[src/rtl/level1_pkg.sv]
// Shared constants and types for the level-1 background fetch path.
package level1_pkg;

  localparam int unsigned IMG_W     = 320;
  localparam int unsigned IMG_H     = 240;
  localparam int unsigned ADDR_W    = 17;
  localparam int unsigned PIPE_LAT  = 3;
  localparam int unsigned MAX_SPEED = 7;
  localparam int unsigned SPEED_W   = $clog2(MAX_SPEED + 1);
  localparam int unsigned SCROLL_W  = 9;
  localparam int unsigned COORD_W   = 10;

  typedef enum logic {PAUSE, SCROLL} scroll_state_t;

  typedef logic [ADDR_W-1:0] rom_addr_t;

endpackage

[src/rtl/level1_scroll_ctl.sv]
// Per-frame horizontal scroll offset: vsync edge detect, PAUSE/SCROLL FSM and
// the wrapping scroll_x accumulator. scroll_x only moves on a vsync falling
// edge, so every line of a frame sees the same offset.
module level1_scroll_ctl
  import level1_pkg::*;
(
  input  logic                Clk,
  input  logic                Reset,
  input  logic                vs_in,
  input  logic                scroll_en,
  input  logic [SPEED_W-1:0]  scroll_speed,
  input  logic                scroll_clr,
  output logic [SCROLL_W-1:0] scroll_x
);

  scroll_state_t         state;
  scroll_state_t         state_nxt;
  logic                  vs_q;
  logic [SCROLL_W-1:0]   scroll_nxt;
  logic                  frame_tick_c;
  logic [COORD_W-1:0]    sum_c;
  logic [COORD_W-1:0]    wrap_c;

  // Frame tick on vsync falling edge; wrapped offset candidate.
  assign frame_tick_c = vs_q & ~vs_in;
  assign sum_c        = COORD_W'(scroll_x) + COORD_W'(scroll_speed);
  assign wrap_c       = (sum_c >= COORD_W'(IMG_W)) ? (sum_c - COORD_W'(IMG_W)) : sum_c;

  // State, offset and vsync history registers.
  always_ff @(posedge Clk or posedge Reset) begin
    if (Reset) begin
      state    <= PAUSE;
      vs_q     <= 1'b1;
      scroll_x <= '0;
    end else begin
      state    <= state_nxt;
      vs_q     <= vs_in;
      scroll_x <= scroll_nxt;
    end
  end

  // Next state and offset; a clear wins over any frame-tick advance.
  always_comb begin
    state_nxt  = state;
    scroll_nxt = scroll_x;
    if (scroll_clr) begin
      scroll_nxt = '0;
    end else if (frame_tick_c) begin
      unique case (state)
        PAUSE: begin
          if (scroll_en) state_nxt = SCROLL;
        end
        SCROLL: begin
          if (!scroll_en) state_nxt = PAUSE;
          else            scroll_nxt = SCROLL_W'(wrap_c);
        end
        default: state_nxt = PAUSE;
      endcase
    end
  end

endmodule

[src/rtl/level1_bg_fetch.sv]
// Raster-to-ROM address generator for the scrolled 2x-scaled level-1
// background, with a 3-cycle pipeline that keeps blank/hsync/vsync aligned
// with the returned palette index.
module level1_bg_fetch
  import level1_pkg::*;
(
  input  logic                Clk,
  input  logic                Reset,
  input  logic [COORD_W-1:0]  DrawX,
  input  logic [COORD_W-1:0]  DrawY,
  input  logic                blank_in,
  input  logic                hs_in,
  input  logic                vs_in,
  input  logic                scroll_en,
  input  logic [SPEED_W-1:0]  scroll_speed,
  input  logic                scroll_clr,
  output rom_addr_t           rom_addr,
  input  logic [7:0]          rom_q,
  output logic [7:0]          pixel_index,
  output logic                blank_out,
  output logic                hs_out,
  output logic                vs_out,
  output logic [SCROLL_W-1:0] scroll_x
);

  logic [SCROLL_W-1:0]  xi_c;
  logic [SCROLL_W-1:0]  yi_c;
  logic [COORD_W-1:0]   col_sum_c;
  logic [COORD_W-1:0]   col_c;
  rom_addr_t            addr_c;
  logic                 in_range_c;
  logic                 valid_s1;
  logic                 valid_s2;
  logic [PIPE_LAT-1:0]  blank_sr;
  logic [PIPE_LAT-1:0]  hs_sr;
  logic [PIPE_LAT-1:0]  vs_sr;

  level1_scroll_ctl u_scroll_ctl (
    .Clk          (Clk),
    .Reset        (Reset),
    .vs_in        (vs_in),
    .scroll_en    (scroll_en),
    .scroll_speed (scroll_speed),
    .scroll_clr   (scroll_clr),
    .scroll_x     (scroll_x)
  );

  // Halve coordinates, add scroll with one wrap, and form yi*320+col by shifts.
  assign xi_c       = SCROLL_W'(DrawX >> 1);
  assign yi_c       = SCROLL_W'(DrawY >> 1);
  assign col_sum_c  = COORD_W'(xi_c) + COORD_W'(scroll_x);
  assign col_c      = (col_sum_c >= COORD_W'(IMG_W)) ? (col_sum_c - COORD_W'(IMG_W)) : col_sum_c;
  assign addr_c     = (ADDR_W'(yi_c) << 8) + (ADDR_W'(yi_c) << 6) + ADDR_W'(col_c);
  assign in_range_c = blank_in && (xi_c < SCROLL_W'(IMG_W)) && (yi_c < SCROLL_W'(IMG_H));

  // S1 address/valid, S2 valid, S3 index; control bits ride a matching shift line.
  always_ff @(posedge Clk or posedge Reset) begin
    if (Reset) begin
      rom_addr    <= '0;
      valid_s1    <= 1'b0;
      valid_s2    <= 1'b0;
      pixel_index <= '0;
      blank_sr    <= '0;
      hs_sr       <= '1;
      vs_sr       <= '1;
    end else begin
      rom_addr    <= in_range_c ? addr_c : '0;
      valid_s1    <= in_range_c;
      valid_s2    <= valid_s1;
      pixel_index <= valid_s2 ? rom_q : 8'h00;
      blank_sr    <= {blank_sr[PIPE_LAT-2:0], blank_in};
      hs_sr       <= {hs_sr[PIPE_LAT-2:0], hs_in};
      vs_sr       <= {vs_sr[PIPE_LAT-2:0], vs_in};
    end
  end

  assign blank_out = blank_sr[PIPE_LAT-1];
  assign hs_out    = hs_sr[PIPE_LAT-1];
  assign vs_out    = vs_sr[PIPE_LAT-1];

endmodule

[config.mk]
export PLATFORM = sky130hd
export DESIGN_NAME = level1_bg_fetch
export DESIGN_NICKNAME = d
export VERILOG_FILES = /design/src/rtl/level1_pkg.sv /design/src/rtl/level1_scroll_ctl.sv /design/src/rtl/level1_bg_fetch.sv
export SDC_FILE = /design/constraint.sdc
export NUM_CORES = 1
export LEC_CHECK = 0
export CAP_MARGIN = 15
export CORE_MARGIN = 1.5
export CORE_UTILIZATION = 53
export DETAILED_ROUTE_END_ITERATION = 6
export GPL_TIMING_DRIVEN = 0
export PLACE_DENSITY = 0.92
export SETUP_SLACK_MARGIN = 0.1
export SYNTH_ARGS = -nofsm -noshare
export SYNTH_HDL_FRONTEND = slang
export SYNTH_SLANG_ARGS = --single-unit
[constraint.sdc]
create_clock -name Clk -period 10 [get_ports Clk]
set_input_delay 2 -clock Clk [delete_from_list [all_inputs] [get_ports Clk]]
set_output_delay 2 -clock Clk [all_outputs]
set_load 0.02 [all_outputs]
==> impl_metrics.csv <==
group,metric,value,unit
die,start_util,54.8,%
clock_tree,clock-root-buffer,"clkbuf_8",
detailed_routing,drcViolationCount,0,
job,cap_violations,0,
final_layout,syn_to_final_growth,32.8,%
worst_setup_path,worstPathCellList,"clkdlybuf4s50_1, ha_1, inv_1, fa_1, nor2b_1, o2111ai_1, a31o_1, a21boi_1, or2_1, mux2_2, fa_1, inv_1, ha_1, a21o_1, a21oi_1, o21ai_1, a2111o_1, and3_1, nor3_1",
final_layout,final_cell_mix,"clkdlybuf4s50_1 (72), dfrtp_1 (40), ha_1 (30)",
sta,slew_headroom,65.2,%
clock_tree,insertion_delay,0.30,ns
clock_tree,cts_tree,"built",
worst_hold_path,hp-class,"register to register",
clock_tree,post_cts_buffers,0,
power,ir_worst_vdd,0.0470,mV
power,total_power,397,µW
grt,met3_usage,4.10,%
grt,grt_use_met1,30.2,%
clock_tree,cts.sinks,46,
sta,fmax,152,MHz
sta,hold_violations,0,
final_layout,final_nets,415,
detailed_routing,antenna_left,0,
logic_synthesis,synth-seq-cells,46,
worst_setup_path,arrival,6.77,ns
power,p_per_area,107,nW/µm²
worst_setup_path,crit_required,10.20,ns
logic_synthesis,ys_seq_area_share,41.4,%
detailed_routing,vias_per_cell,5.65,
logic_synthesis,yosysWarnings,0,
logic_synthesis,synth.cell_area,2800,µm²
detailed_routing,routed_wl,6.48,mm
place,globalplace.congestion,0.859,
die,fp.coreArea,5110,µm²
place,port_buffers,72,
logic_synthesis,synthFlopType,"dfrtp_1",
grt,antenna_found_initial,0,
final_layout,final_common_cell,"clkdlybuf4s50_1",
sta,period_share,65.8,%
sta,period_needed,6.58,ns
sta,tightest_slew,0.522,ns
logic_synthesis,ys_async_sr_fraction,100,%
run_status,status,"finished, final reports clean",
worst_setup_path,crit_type,"input pin to register",
grt,grtUsageMet2,41.8,%
clock_tree,numCtsBuffers,5,
final_layout,final_cell_area,3720,µm²
logic_synthesis,avgSynthCellArea,10.7,µm²
die,die_w,75.7,µm
worst_setup_path,crit_fanout,3,
logic_synthesis,yosysTopAreaCell,"dfrtp_1",
grt,grt_pass1_wl,10.4,mm
sta,fin_worst_skew,0.0121,ns
sta,setup_viol,0,
logic_synthesis,ys_top_cells_by_area,"dfrtp_1 (36%), ha_1 (13%), dfstp_2 (5.6%), fa_1 (3.6%), and2_1 (2.7%)",
sta,tns,0,ns
final_layout,diodes,0,
sta,rsz0062_at_grt,"no",
grt,grt.overflow.total,0,
clock_tree,h-tree-depth,2,
final_layout,instances_no_fill,413,
logic_synthesis,yosysUniqueCellTypes,61,
power,power.leakage,1.69,nW
clock_tree,cts_hold_buf,0,
worst_setup_path,critPathLaunchType,"input pin",
logic_synthesis,synth_cells,262,
logic_synthesis,synth_top_area_share,35.8,%
grt,grtUsageTotal,24.1,%
place,dpl_cell_area,3630,µm²
worst_setup_path,slowest_delay,0.54,ns
clock_tree,clkTransAtPathRegs,0.08,ns
detailed_routing,firstDrtPassIters,4,
grt,grt_pass1_vias,2241,
die,ios,75,
grt,grt_max_degree,26,
final_layout,drive_above_1_share,9.62,%
logic_synthesis,synth_edf_count,0,
place,placed_cells,405,
worst_setup_path,critPathSlowestCell,"fa_1",
detailed_routing,drt-initial-drc-count,126,
worst_setup_path,crit_path_end_kind,"register",
final_layout,n_fill_cell,385,
grt,grt-busiest-layer,"met2",
clock_tree,cts_repair_resize_count,0,
detailed_routing,num_vias,2334,
place,hpwl,5.03,mm
logic_synthesis,synth_fp_nets,335,
die,rows,26,
sta,fin_hold_ws,0.353,ns
die,die_y,75.7,µm
clock_tree,clk_path_buf_depth,2,
sta,slew_viol_final,0,
die,die_area,5730,µm²
detailed_routing,wl_per_cell,15.7,µm
-- worst paths after layout --
check,from,end,slack [ns],depth (start not counted)
hold / removal,blank_sr[0],blank_sr[1],0.35,0
setup / recovery,DrawX[1],rom_addr[14],3.42,19
setup reg to reg,u_scroll_ctl.scroll_x[0],rom_addr[14],5.16,18
max in group asynchronous,Reset,vs_sr[1],7.37,3
min in group asynchronous,Reset,rom_addr[3],2.06,2
hold reg to reg,blank_sr[0],blank_sr[1],0.35,0
-- layout make-up --
type,count,area (µm²),share of cell area [%]
multi-input combinational,192,1530,41.3
clock inverter,2,10.0,0.269
inverter,18,67.6,1.82
buffer,6,38.8,1.04
tap,70,87.6,2.36
sequential,46,1160,31.2
clock buffer,6,72.6,1.95
timing repair buffer,73,748,20.1
-- metal layers --
metal  share of wire [%]  up-vias  routed length [µm]
li1                    -     1097                   -
met1                  41     1147                2680
met2                  52       77                3360
met3                 5.1       13                 330
met4                 1.7        0                 108
met5                   0        -                   0
-- critical path, delay by kind of cell --
family	cells	cell delay (ns)
buffers and inverters	3	0.59
adders and majority gates	4	1.41
and+or+nand+nor	4	0.76
AOI/OAI and AO/OA	7	1.66
muxes	1	0.35
-- cells in the mapped netlist (3+ instances only) --
master and count:
o21ai_1 4, nor3b_1 4, nand4_1 5, nor3_1 6, dfstp_2 6, xnor2_1 7
and2_1 12, nor2_1 16, nand2b_1 5, o21ai_0 8, fa_1 5, a21o_1 3
and3_1 3, a21oi_1 8, xor2_1 7, dfrtp_1 40, ha_1 30, inv_1 18
nand2_1 10, a22o_1 4, nand3_1 6, o21a_1 3, nor2b_1 5
-- kinds of logic after synthesis --
kind of cell,count (synthesis),share of synthesized area (%)
adder cells (fa/ha/maj),35,17.0
flip-flops,46,41.4
XOR/XNOR,14,4.38
buffers and inverters,24,3.80
AND/OR/NAND/NOR,85,17.8
multiplexers,5,1.97
AO/OA/AOI/OAI,53,13.7
-- power breakdown --
group / total, mW / internal [mW] / switching [mW]
Combinational: 0.0898 / 0.0449 / 0.0449
Sequential: 0.198 / 0.194 / 0.00333
Clock: 0.110 / 0.0485 / 0.0614
-- registers in the layout, indices dropped and copies added (netlist names), 3 cells and up --
name and flops:
blank_sr 3, pixel_index 8, hs_sr 3, vs_sr 3, u_scroll_ctl.scroll_x 9, rom_addr 17
-- per-stage QoR --
stage | worst slack (ns) | util, %
floorplan | 4.15 | -
global placement | 3.35 | 70.6
detailed placement | 3.19 | 71.2
CTS | 3.47 | 72.8
global route | 3.13 | 72.8
finish | 3.42 | 72.8
No activity file was read; power rests on OpenSTA's default activity.
